--- src/rtl/parity_pkg.sv ---
// rtl/parity_pkg.sv - shared constants, read-mux selects and FSM states for the parity error monitor
package parity_pkg;

    localparam int MXCFEB = 5;
    localparam int MXRAM  = 37;
    localparam int CNTB   = 16;
    localparam int BXB    = 12;
    localparam int NCNT   = 8;

    localparam logic [2:0] SEL_TOTAL = 3'd0;
    localparam logic [2:0] SEL_CFEB0 = 3'd1;
    localparam logic [2:0] SEL_RPC   = 3'd6;
    localparam logic [2:0] SEL_MINI  = 3'd7;

    typedef enum logic [1:0] {
        IDLE  = 2'd0,
        ARMED = 2'd1,
        HELD  = 2'd2
    } perr_state_t;

endpackage

--- src/rtl/perr_sat_counter.sv ---
// rtl/perr_sat_counter.sv - W-bit saturating event counter with synchronous clear
module perr_sat_counter #(
    parameter int W = 16
) (
    input  logic         clk,
    input  logic         rst_n,
    input  logic         clr,
    input  logic         inc,
    output logic [W-1:0] cnt,
    output logic         at_max
);

    logic [W-1:0] cnt_q;
    logic [W-1:0] cnt_d;

    assign at_max = &cnt_q;
    assign cnt    = cnt_q;

    always_comb begin
        cnt_d = cnt_q;
        if (clr) begin
            cnt_d = '0;
        end else if (inc && !at_max) begin
            cnt_d = cnt_q + 1'b1;
        end
    end

    always_ff @(posedge clk or negedge rst_n) begin
        if (!rst_n) begin
            cnt_q <= '0;
        end else begin
            cnt_q <= cnt_d;
        end
    end

endmodule

--- src/rtl/parity_err_monitor.sv ---
// rtl/parity_err_monitor.sv - parity error counters, VME read mux and first-error snapshot with IRQ
// Optional PERR_EDGE_COUNT_EN: per-source counters count rising edges instead of high cycles.
module parity_err_monitor #(
    parameter int MXCFEB = parity_pkg::MXCFEB,
    parameter int MXRAM  = parity_pkg::MXRAM,
    parameter int CNTB   = parity_pkg::CNTB,
    parameter int BXB    = parity_pkg::BXB
) (
    input  logic              clock,
    input  logic              global_reset_n,
    input  logic              perr_reset,
    input  logic              perr_en,
    input  logic [MXCFEB-1:0] perr_cfeb,
    input  logic              perr_rpc,
    input  logic              perr_mini,
    input  logic              perr_pulse,
    input  logic [MXRAM-1:0]  perr_ram_ff,
    input  logic [BXB-1:0]    bx_cnt,
    input  logic              irq_ack,
    input  logic [2:0]        vme_sel,
    output logic [CNTB-1:0]   vme_rd_data,
    output logic              perr_cnt_sat,
    output logic              perr_first_vld,
    output logic [BXB-1:0]    perr_first_bx,
    output logic [MXRAM-1:0]  perr_first_ram,
    output logic              perr_irq
);

    import parity_pkg::*;

    logic [NCNT-1:0] src_raw;
    logic [NCNT-1:0] inc;
    logic [NCNT-1:0] at_max;
    logic [CNTB-1:0] cnt [NCNT];

    perr_state_t      state_q, state_d;
    logic [CNTB-1:0]  vme_rd_data_q, vme_rd_data_d;
    logic             perr_cnt_sat_q, perr_cnt_sat_d;
    logic             perr_first_vld_q, perr_first_vld_d;
    logic [BXB-1:0]   perr_first_bx_q, perr_first_bx_d;
    logic [MXRAM-1:0] perr_first_ram_q, perr_first_ram_d;
    logic             perr_irq_q, perr_irq_d;

    // The total counter follows perr_pulse directly; it is already gated upstream.
    always_comb begin
        src_raw = '0;
        src_raw[SEL_TOTAL] = perr_pulse;
        for (int i = 0; i < MXCFEB; i++) begin
            src_raw[int'(SEL_CFEB0) + i] = perr_en & perr_cfeb[i];
        end
        src_raw[SEL_RPC]  = perr_en & perr_rpc;
        src_raw[SEL_MINI] = perr_en & perr_mini;
    end

`ifdef PERR_EDGE_COUNT_EN
    logic [NCNT-1:1] src_dly_q, src_dly_d;

    always_comb begin
        src_dly_d = perr_reset ? '0 : src_raw[NCNT-1:1];
        inc       = {src_raw[NCNT-1:1] & ~src_dly_q, src_raw[0]};
    end

    always_ff @(posedge clock or negedge global_reset_n) begin
        if (!global_reset_n) begin
            src_dly_q <= '0;
        end else begin
            src_dly_q <= src_dly_d;
        end
    end
`else
    assign inc = src_raw;
`endif

    for (genvar g = 0; g < NCNT; g++) begin : g_cnt
        perr_sat_counter #(.W(CNTB)) u_cnt (
            .clk    (clock),
            .rst_n  (global_reset_n),
            .clr    (perr_reset),
            .inc    (inc[g]),
            .cnt    (cnt[g]),
            .at_max (at_max[g])
        );
    end

    always_comb begin
        state_d          = state_q;
        vme_rd_data_d    = cnt[vme_sel];
        perr_cnt_sat_d   = perr_cnt_sat_q | (|at_max);
        perr_first_vld_d = perr_first_vld_q;
        perr_first_bx_d  = perr_first_bx_q;
        perr_first_ram_d = perr_first_ram_q;
        perr_irq_d       = perr_irq_q;

        if (perr_reset) begin
            state_d          = IDLE;
            vme_rd_data_d    = '0;
            perr_cnt_sat_d   = 1'b0;
            perr_first_vld_d = 1'b0;
            perr_first_bx_d  = '0;
            perr_first_ram_d = '0;
            perr_irq_d       = 1'b0;
        end else begin
            case (state_q)
                IDLE: begin
                    if (perr_en) state_d = ARMED;
                end
                // A pulse takes priority over perr_en dropping in the same cycle.
                ARMED: begin
                    if (perr_pulse) begin
                        state_d          = HELD;
                        perr_first_vld_d = 1'b1;
                        perr_first_bx_d  = bx_cnt;
                        perr_first_ram_d = perr_ram_ff;
                        perr_irq_d       = 1'b1;
                    end else if (!perr_en) begin
                        state_d = IDLE;
                    end
                end
                HELD: begin
                    if (irq_ack) perr_irq_d = 1'b0;
                end
                default: state_d = IDLE;
            endcase
        end
    end

    always_ff @(posedge clock or negedge global_reset_n) begin
        if (!global_reset_n) begin
            state_q          <= IDLE;
            vme_rd_data_q    <= '0;
            perr_cnt_sat_q   <= 1'b0;
            perr_first_vld_q <= 1'b0;
            perr_first_bx_q  <= '0;
            perr_first_ram_q <= '0;
            perr_irq_q       <= 1'b0;
        end else begin
            state_q          <= state_d;
            vme_rd_data_q    <= vme_rd_data_d;
            perr_cnt_sat_q   <= perr_cnt_sat_d;
            perr_first_vld_q <= perr_first_vld_d;
            perr_first_bx_q  <= perr_first_bx_d;
            perr_first_ram_q <= perr_first_ram_d;
            perr_irq_q       <= perr_irq_d;
        end
    end

    assign vme_rd_data    = vme_rd_data_q;
    assign perr_cnt_sat   = perr_cnt_sat_q;
    assign perr_first_vld = perr_first_vld_q;
    assign perr_first_bx  = perr_first_bx_q;
    assign perr_first_ram = perr_first_ram_q;
    assign perr_irq       = perr_irq_q;

endmodule

--- config.mk ---
export PLATFORM = sky130hd
export DESIGN_NAME = parity_err_monitor
export DESIGN_NICKNAME = d
export VERILOG_FILES = /design/src/rtl/parity_pkg.sv /design/src/rtl/perr_sat_counter.sv /design/src/rtl/parity_err_monitor.sv
export SDC_FILE = /design/constraint.sdc
export NUM_CORES = 1
export LEC_CHECK = 0
export ABC_CLOCK_PERIOD_IN_PS = 3000
export BUFFER_PORTS_ARGS = -buffer_cell sky130_fd_sc_hd__buf_2
export CORE_AREA = 2 2 189 191
export CTS_BUF_LIST = sky130_fd_sc_hd__clkbuf_16
export CTS_CLUSTER_SIZE = 40
export DETAILED_ROUTE_END_ITERATION = 8
export DIE_AREA = 0 0 191 193
export GPL_ROUTABILITY_DRIVEN = 0
export SYNTH_ARGS = -nofsm -noshare
export SYNTH_HDL_FRONTEND = slang
export SYNTH_SLANG_ARGS = --single-unit
--- constraint.sdc ---
create_clock -name clock -period 3 [get_ports clock]
set_input_delay 0.15 -clock clock [delete_from_list [all_inputs] [get_ports clock]]
set_output_delay 0.15 -clock clock [all_outputs]
set_load 0.005 [all_outputs]
==> results.cfg <==
[final_layout]
drive_gt1_frac = 0.182
fillers = 3457
area_growth_pct = 21.5
final_nets = 1278

[worst_setup_path]
cp-startpoint = g_cnt[5].u_cnt.cnt[0]
path_class = reg2reg
crit_buf_inv = 0
crit_path_end_kind = register
cp.required_ns = 3.31
cp-start-kind = register
cp_cell_sequence = ha_1 -> nand4_1 -> nor4_4 -> nand4b_1 -> xor2_1 -> nor2_1
timing.rr.end = g_cnt[5].u_cnt.cnt[15]
r2r_start = g_cnt[5].u_cnt.cnt[0]
cp_top_family = simple AND/OR/NAND/NOR gates
worstRegToRegCells = 6
crit_end = g_cnt[5].u_cnt.cnt[15]
rrSetupSlack_ns = 0.68
worst-path-stages = 6
crit_fanout = 17
crit_slowest_cell = nor4_4
worstPathArrival_ns = 2.63
critPathMaxStageDelay_ns = 0.87

[die]
die_width_um = 191
initial_core_util = 0.295
coreArea_um2 = 35000
die_y_um = 193
die_area_um2 = 36900
io_pins = 133
fp-row-count = 69

[drt]
drt_first_pass_iters = 6
final_antenna_net_count = 0
drc_errors = 0
drt_iter0_markers = 562
wl_um = 28000
via_per_inst = 5.04
routedWlPerCell_um = 16.6
vias = 8467

[global_route]
first_global_vias = 8112
grt_pass1_wl_um = 44500
antenna_found_initial = 4
grt-ovfl-total = 0
gr-usage-all-layers = 0.155
grt_max_degree = 96

[cts]
clockRootBuffer = clkbuf_16
cts_resized = 0
numClockSinks = 198
cts_tree = done
cts_max_level = 4
clkSlewWorstSetupHoldPaths_ns = 0.08
cts.path.max_buffers = 2
cts_made_buffers = 17
clk_latency_ns = 0.44

[yosys]
synth_area_um2 = 10300
synth_edf_count = 0
syn_inst = 1051
ys_warn_count = 0
synth.distinct_cells = 52
synth_fp_nets = 1124
yosysSeqAreaShare = 0.481
ys_seq_elements = 198
async_flop_share = 1.00
synth-main-ff-cell = dfrtp_1
syn_area_per_cell_um2 = 9.81

[sta]
rsz0062_at_grt = false
setup_tns_ns = 0
finalHoldViolCount = 0
max_freq_mhz = 431
worstMarginPinSlew_ns = 0.944
clock_skew_ns = 0.0106
drv_slew = 0
slew_headroom = 0.371
setup_viol = 0
min_period_over_period = 0.773
post-route-min-period_ns = 2.32

[placement]
dp_hpwl_um = 19700
numPortBuffers = 132

[flow_run]
cap_violations = 0

[hold_path]
min_path_cells = 3
hold_path.class = in2reg

[power_and_ir_drop]
finalPower_mw = 5.39
vdd_drop_max_uv = 324
p_leak_nw = 5.19
power_density_nw_per_um2 = 430

[status]
outcome = complete, no violations
synth_stat cells (3+ instances only):
cell	instances	area, µm²
mux4_2	32	721
and2_1	6	37.5
nand3_1	43	215
xnor2_1	75	657
or4_1	3	22.5
o2111ai_1	5	43.8
and4_1	17	149
or3_1	11	68.8
o211ai_1	4	30.0
nand4_1	33	206
a21oi_1	71	355
nand2_1	150	563
nand4b_1	4	35.0
dfrtp_1	198	4950
clkbuf_1	47	176
nor4_1	25	156
and3_1	8	50.1
mux2i_1	19	190
buf_2	8	40.0
nor2_1	142	533
buf_1	3	11.3
nor4b_1	7	61.3
ha_1	8	100
nor3b_1	10	75.1
inv_1	6	22.5
a211oi_1	3	22.5
nor3_1	35	175
o21ai_0	17	85.1
xor2_1	32	280
cell families (layout without fill, tap and decap cells):
| group | after synthesis | count (layout) | synth area share |
|---|---|---|---|
| adders and majority gates | 8 | 8 | 0.00971 |
| and+or+nand+nor | 506 | 506 | 0.239 |
| other | 0 | 2 | 0 |
| muxes | 51 | 51 | 0.0883 |
| DFF | 198 | 198 | 0.481 |
| buffers and inverters | 65 | 232 | 0.0250 |
| xor gates and xnor gates | 107 | 107 | 0.0909 |
| AOI/OAI and AO/OA | 116 | 116 | 0.0663 |
stage by stage:
step / area [µm²] / utilization / hold slack, ns / std cells / setup WS (ns)
after CTS: 12500 / 0.358 / 0.0106 / 1679 / 0.702
after global placement: 11500 / 0.328 / 0.286 / 1598 / 0.739
after detailed placement: 11500 / 0.328 / 0.282 / 1598 / 0.719
after floorplan: 10300 / - / -0.146 / 1051 / 1.10
final: 12500 / 0.358 / 0.0157 / 1681 / 0.682
after global routing: 12500 / 0.358 / 0.00890 / 1679 / 0.477
worst reg2reg max path, cell delays in order, from the launching register on:
cell,delay [ns]
dfrtp_1,0.41
ha_1,0.20
nand4_1,0.28
nor4_4,0.87
nand4b_1,0.23
xor2_1,0.15
nor2_1,0.05
what timing repair did:
action / CTS / global route
hold buffers: 49 / 0
buffers inserted: 0 / 0
endpoints found under the hold margin: 140 / 0
sequential cells by signal, summed over array words and instances, names as in the netlist:
signal	count
g_cnt.u_cnt.cnt	128
perr_cnt_sat	1
perr_first_bx	12
perr_first_ram	37
perr_first_vld	1
perr_irq	1
state_q	2
vme_rd_data	16
where the power goes:
group / switching [mW] / total [mW] / internal, mW
sequential: 0.0387 / 2.74 / 2.71
combinational: 0.239 / 0.408 / 0.169
clock: 1.13 / 2.23 / 1.10
cell usage in the layout, fill, tap and decap left out, types with 5 or more instances in the layout:
| cell | Yosys | routed |
|---|---|---|
| buf_2 | 8 | 130 |
| nor4b_1 | 7 | 7 |
| xor2_1 | 32 | 32 |
| nand4_1 | 33 | 33 |
| nor2_1 | 142 | 141 |
| o21ai_0 | 17 | 17 |
| o2111ai_1 | 5 | 5 |
| a21oi_1 | 71 | 71 |
| and2_1 | 6 | 6 |
| nor4_1 | 25 | 24 |
| xnor2_1 | 75 | 75 |
| and3_1 | 8 | 8 |
| inv_1 | 6 | 6 |
| nand3_1 | 43 | 43 |
| buf_4 | 1 | 11 |
| mux2i_1 | 19 | 19 |
| mux4_2 | 32 | 32 |
| dfrtp_1 | 198 | 198 |
| dlygate4sd3_1 | 0 | 49 |
| ha_1 | 8 | 8 |
| and4_1 | 17 | 17 |
| or3_1 | 11 | 11 |
| clkbuf_16 | 0 | 17 |
| nor3_1 | 35 | 35 |
| nor3b_1 | 10 | 10 |
| nand2_1 | 150 | 150 |
layer usage:
| metal | vias up | wire length [µm] | global-route usage |
|---|---|---|---|
| met2 | 279 | 12800 | 0.249 |
| met3 | 35 | 1930 | 0.0351 |
| li1 | 4036 | - | - |
| met4 | 2 | 639 | 0.0528 |
| met5 | - | 8 | 0 |
| met1 | 4115 | 12600 | 0.206 |
how the worst min path moves through the flow:
| stage | from | end | slack [ns] |
|---|---|---|---|
| floorplan | global_reset_n | g_cnt[0].u_cnt.cnt[0] | -0.15 |
| global placement | global_reset_n | perr_first_bx[4] | 0.29 |
| detailed placement | global_reset_n | perr_first_bx[0] | 0.28 |
| CTS | perr_ram_ff[18] | perr_first_ram[18] | 0.01 |
| global route | perr_ram_ff[18] | perr_first_ram[18] | 0.009 |
| finish | perr_ram_ff[18] | perr_first_ram[18] | 0.02 |
layout make-up:
cell class	instances	area, µm²	area share
Multi-Input combinational cell	788	5120	0.408
Sequential cell	198	4950	0.395
Timing Repair Buffer	194	1290	0.103
Tap cell	461	577	0.0460
Clock buffer	17	425	0.0339
Clock inverter	15	140	0.0112
Inverter	6	22.5	0.00180
Antenna cell	2	5.00	0.000399
Note: power is estimated with default switching activity, not from simulation.
